## src/rtl/vga_frame_scanner.sv

```systemverilog
// Display-side scanner: 640x480@60 raster timing that walks the video RAM read port in raster order
// and registers each returned pixel onto the VGA pins, with the syncs aligned to the same pixel.
module vga_frame_scanner #(
    parameter int H_ACTIVE = 640,
    parameter int H_FP     = 16,
    parameter int H_SYNC   = 96,
    parameter int H_BP     = 48,
    parameter int V_ACTIVE = 480,
    parameter int V_FP     = 10,
    parameter int V_SYNC   = 2,
    parameter int V_BP     = 33,
    parameter int CLK_DIV  = 2,
    parameter int ADDR_W   = 24
) (
    input  logic              Clock,
    input  logic              Reset,
    input  logic              iEnable,
    input  logic [2:0]        iPixelData,
    output logic [ADDR_W-1:0] oReadAddress,
    output logic              oVGA_R,
    output logic              oVGA_G,
    output logic              oVGA_B,
    output logic              oHSync,
    output logic              oVSync,
    output logic              oVBlank,
    output logic              oFrameStart
);

    localparam int H_TOTAL = H_ACTIVE + H_FP + H_SYNC + H_BP;
    localparam int V_TOTAL = V_ACTIVE + V_FP + V_SYNC + V_BP;
    localparam int HW      = $clog2(H_TOTAL);
    localparam int VW      = $clog2(V_TOTAL);
    localparam int DW      = (CLK_DIV > 1) ? $clog2(CLK_DIV) : 1;

    localparam logic [DW-1:0] DIV_LAST = DW'(CLK_DIV - 1);
    localparam logic [HW-1:0] H_LAST   = HW'(H_TOTAL - 1);
    localparam logic [HW-1:0] H_VIS    = HW'(H_ACTIVE);
    localparam logic [HW-1:0] HS_START = HW'(H_ACTIVE + H_FP);
    localparam logic [HW-1:0] HS_END   = HW'(H_ACTIVE + H_FP + H_SYNC - 1);
    localparam logic [VW-1:0] V_LAST   = VW'(V_TOTAL - 1);
    localparam logic [VW-1:0] V_VIS    = VW'(V_ACTIVE);
    localparam logic [VW-1:0] VS_START = VW'(V_ACTIVE + V_FP);
    localparam logic [VW-1:0] VS_END   = VW'(V_ACTIVE + V_FP + V_SYNC - 1);

    logic [DW-1:0]     divider;
    logic [HW-1:0]     hcount;
    logic [HW-1:0]     h_next;
    logic [VW-1:0]     vcount;
    logic [VW-1:0]     v_next;
    logic [ADDR_W-1:0] address;
    logic [2:0]        pixel_hold;
    logic [2:0]        rgb;
    logic              tick;
    logic              active_now;
    logic              active_next;
    logic              frame_wrap;
    logic              hsync_raw;
    logic              vsync_raw;
    logic              hsync_q;
    logic              vsync_q;
    logic              vblank_q;
    logic              frame_start_q;

    always_comb begin
        tick   = (divider == DIV_LAST);
        h_next = hcount + 1'b1;
        v_next = vcount;
        if (hcount == H_LAST) begin
            h_next = '0;
            v_next = (vcount == V_LAST) ? '0 : vcount + 1'b1;
        end
        active_now  = (hcount < H_VIS) && (vcount < V_VIS);
        active_next = (h_next < H_VIS) && (v_next < V_VIS);
        frame_wrap  = (hcount == H_LAST) && (vcount == V_LAST);
        hsync_raw   = ~((hcount >= HS_START) && (hcount <= HS_END));
        vsync_raw   = ~((vcount >= VS_START) && (vcount <= VS_END));
    end

    // Everything visible is registered on the tick that ends a pixel, so RGB and syncs share one pixel of lag.
    always_ff @(posedge Clock) begin
        if (Reset) begin
            divider       <= '0;
            hcount        <= '0;
            vcount        <= '0;
            address       <= '0;
            pixel_hold    <= '0;
            rgb           <= '0;
            hsync_q       <= 1'b1;
            vsync_q       <= 1'b1;
            vblank_q      <= 1'b0;
            frame_start_q <= 1'b0;
        end else begin
            divider       <= tick ? '0 : divider + 1'b1;
            frame_start_q <= tick && frame_wrap;
            // Divider is 0 exactly one clock after the address moved, when the RAM data for it is valid.
            if (divider == '0) begin
                pixel_hold <= iPixelData;
            end
            if (tick) begin
                hcount <= h_next;
                vcount <= v_next;
                if (frame_wrap) begin
                    address <= '0;
                end else if (active_next) begin
                    address <= address + 1'b1;
                end
                rgb      <= (active_now && iEnable) ? pixel_hold : 3'b000;
                hsync_q  <= hsync_raw;
                vsync_q  <= vsync_raw;
                vblank_q <= (vcount >= V_VIS);
            end
        end
    end

    assign oReadAddress = address;
    assign oVGA_R       = rgb[2];
    assign oVGA_G       = rgb[1];
    assign oVGA_B       = rgb[0];
    assign oHSync       = hsync_q;
    assign oVSync       = vsync_q;
    assign oVBlank      = vblank_q;
    assign oFrameStart  = frame_start_q;

endmodule

```

## config.mk

```make
export PLATFORM = sky130hd
export DESIGN_NAME = vga_frame_scanner
export DESIGN_NICKNAME = d
export VERILOG_FILES = /design/src/rtl/vga_frame_scanner.sv
export SDC_FILE = /design/constraint.sdc
export NUM_CORES = 1
export LEC_CHECK = 0
export CAP_MARGIN = 10
export CORE_ASPECT_RATIO = 2
export CORE_MARGIN = 2
export CORE_UTILIZATION = 40
export CTS_CLUSTER_DIAMETER = 80
export DETAILED_ROUTE_END_ITERATION = 7
export PLACE_DENSITY = 0.7
export SYNTH_ARGS = -nofsm -noshare
export SYNTH_HDL_FRONTEND = slang
export SYNTH_SLANG_ARGS = --single-unit
```

## constraint.sdc

```tcl
create_clock -name Clock -period 2.5 [get_ports Clock]
set_input_delay 0.375 -clock Clock [delete_from_list [all_inputs] [get_ports Clock]]
set_output_delay 0.375 -clock Clock [all_outputs]
set_load 0.03 [all_outputs]
```

==> metrics.md <==
| Metric | Value |
|---|---|
| Status | complete, no violations |
| Compound-Gate Fraction of Synth Area | 0.0960 |
| XOR/XNOR Fraction of Synth Area | 0.0352 |
| Reg2reg path depth | 7 |
| Crit end category | register |
| CTS tree | built |
| Share of layout cells above drive strength 1 | 0.187 |
| # setup viols final | 0 |
| Final hold violations | 0 |
| CP startpoint | hcount[7] |
| Ports | 37 |
| Fin. max-slew vios | 0 |
| Worst setup SP type | register |
| Max transition margin | 0.641 |
| Clk_lat worst skew | 0.29 ns |
| Max-cap viol count | 0 |
| Row count | 46 |
| Vias per Instance | 5.79 |
| Register area | 1100 µm² |
| Detailed Route Iter0 Violations | 214 |
| Post-Synth Simple-Gate Area | 0.373 |
| Largest cells by area after synthesis | dfxtp_1 (34%), mux2i_1 (7.7%), nor4_2 (6.2%) |
| Final worst slack | 0.116 ns |
| EDFF count, synth | 0 |
| Max Freq | 0.419 GHz |
| Root Buffer | clkbuf_16 |
| HP Class | register to register |
| Mux contribution to synthesized area | 0.0774 |
| Post-Syn Nets | 390 |
| Synthesis Warnings | 0 |
| DRC Markers | 0 |
| Cell area power density | 439 nW/µm² |
| Avg Inst Size Synth | 8.55 µm² |
| Critical path arrival | 2.61 ns |
| Worst ir drop on vdd | 0.000379 V |
| Vias in the first global route | 2804 |
| Post-synth cell types | 60 |
| Design area | 3870 µm² |
| Commonest non-fill, non-tap cell in the layout | dfxtp_1 |
| Die Y | 131 µm |
| Cell Chain, Critical Path | inv_2 -> or3_1 -> nor3_2 -> a2111oi_4 -> buf_12 -> or4_1 -> a21oi_1 |
| Pleak | 0.00126 µW |
| Fillers | 771 |
| Synthesized instance count | 378 |
| Total Routing Usage GR | 0.186 |
| Reg2reg start | hcount[7] |
| Worst Skew | 0.00722 ns |
| 1st-pass router iterations | 5 |
| Most frequent cells in the layout | dfxtp_1 (52), nand2_1 (49), clkdlybuf4s50_1 (36) |
| Die X | 67.6 µm |
| Total Power | 1700 µW |
| R2r setup slk | 0.12 ns |
| Critical Path RT | 2.73 ns |
| Post-Synth Adder-Cell Area | 0.0232 |
| Clk slew on worst S/H paths | 0.07 ns |
| DRT Wirelength | 8.13 mm |
| Async SR Flop Fraction | 0 |
| Postcts setup bufs | 0 |
| Final min period | 2.38 ns |
| Place WS | 0.0460 ns |
| Post-CTS sizing | 0 |
| CTS max path bufs | 2 |
| Initial antenna violation count | 0 |
| Period Utilization, post-route | 0.954 |
| TNS Setup | 0 ns |
| Synthesized area | 3230 µm² |
| Number of hold buffers added after cts | 0 |
| Vias | 2939 |
| Top cell type's share of synthesized area | 0.341 |
| Pin count of the biggest net entering global routing | 27 |
| Crit path to | oReadAddress[3] |
| Crit Reg-Reg Endpoint | oReadAddress[3] |
| Tightest Pin Transition | 0.538 ns |
| Fin nets | 425 |
| Main flop type after synthesis | dfxtp_1 |
| Register bit count reported by yosys | 55 |
| Sequential area share after synthesis | 0.341 |
| Antenna Nets Post-Route | 0 |
| Area grow syn2layout | 19.7% |
| WL/cell | 16.0 µm |
| Port Buf Inserts | 36 |
| H-tree depth | 2 |
| CP Max Fanout | 24 |
| Area taken by multi-input logic gates | 1980 µm² |
| Gp weighted congestion | 0.894 |
| # diodes | 0 |
| Die area | 8860 µm² |
| Starting Density | 0.410 |
| Setup CP Type | register to register |
| DP HPWL | 5.81 mm |
| CP max stage delay | 0.56 ns |
| Clock Sinks | 55 |
| Slowest-stage cell, CP | dfxtp_1 |
| Total gr overflow | 0 |
| CTS Buf Count | 5 |
| RSZ-0062 raised after global routing | no |
| Main combinational cell family by area after synthesis | simple AND/OR/NAND/NOR gates |
| Cell area after placement | 3710 µm² |
| Core region area | 7890 µm² |
| First-pass GRT wire length | 13.0 mm |
| Leading area contributor after synthesis | dfxtp_1 |
synth_stat cells, types with 4 or more instances:
cell / number
a21oi_1: 14
and2_1: 6
and3_1: 9
buf_4: 5
clkbuf_1: 12
dfxtp_1: 55
ha_1: 6
inv_1: 7
mux2i_1: 25
nand2_1: 49
nand3_1: 16
nand4_1: 24
nor2_1: 28
nor3_1: 5
nor4_2: 16
o21ai_0: 7
or2_2: 20
xnor2_1: 4
xor2_1: 9
how the worst min path moves through the flow:
stage / from / slack (ns) / depth (start not counted) / end
after detailed placement: rgb[0] / 0.45 / 2 / rgb[0]
final: rgb[0] / 0.46 / 2 / rgb[0]
after global routing: rgb[1] / 0.49 / 2 / rgb[1]
after global placement: rgb[2] / 0.45 / 2 / rgb[2]
after CTS: rgb[0] / 0.47 / 2 / rgb[0]
after floorplan: pixel_hold[0] / 0.46 / 2 / rgb[0]
layer usage:
| layer | up-vias | track usage | wire length, µm |
|---|---|---|---|
| met2 | 87 | 0.336 | 4500 |
| met1 | 1390 | 0.194 | 3040 |
| li1 | 1440 | - | - |
| met3 | 22 | 0.0308 | 285 |
| met5 | - | 0 | 0 |
| met4 | 0 | 0.0964 | 306 |
critical path: cells and delay by family (launching register included):
family | cells | cell delay, ns
compound gates | 2 | 0.26
flops | 1 | 0.56
simple gates | 3 | 1.25
buf+inv | 2 | 0.25
registers in the layout, indices dropped and copies added (netlist names):
name / cells
oFrameStart: 1
pixel_hold: 3
divider: 1
oVSync: 1
oVBlank: 1
oReadAddress: 24
hcount: 10
rgb: 3
vcount: 10
oHSync: 1
power breakdown:
part	internal, µW	switching [µW]
Clock	361	309
Sequential	887	10.7
Combinational	52.9	76.8
area by class of cell:
cell class              instances  share of cell area
inverters                       9             0.00874
flip-flops and latches         55               0.286
repair buffers                 53               0.129
multi-input cells             289               0.511
clock buffers                   5              0.0324
clock inverters                 1             0.00194
well taps                      96              0.0311
cell families (layout without fill, tap and decap cells):
family	count (synthesis)	in the layout
and+or+nand+nor	200	200
DFF	55	55
AOI/OAI and AO/OA	44	45
buffers and inverters	35	68
muxes	25	25
xor gates and xnor gates	13	13
adders and majority gates	6	6
stage by stage:
stage	util	hold WS, ns	cells
floorplan	-	0.464	378
global placement	0.470	0.453	501
detailed placement	0.470	0.454	501
CTS	0.487	0.465	507
global route	0.490	0.490	508
finish	0.490	0.463	508
No activity file was read; power rests on OpenSTA's default activity.
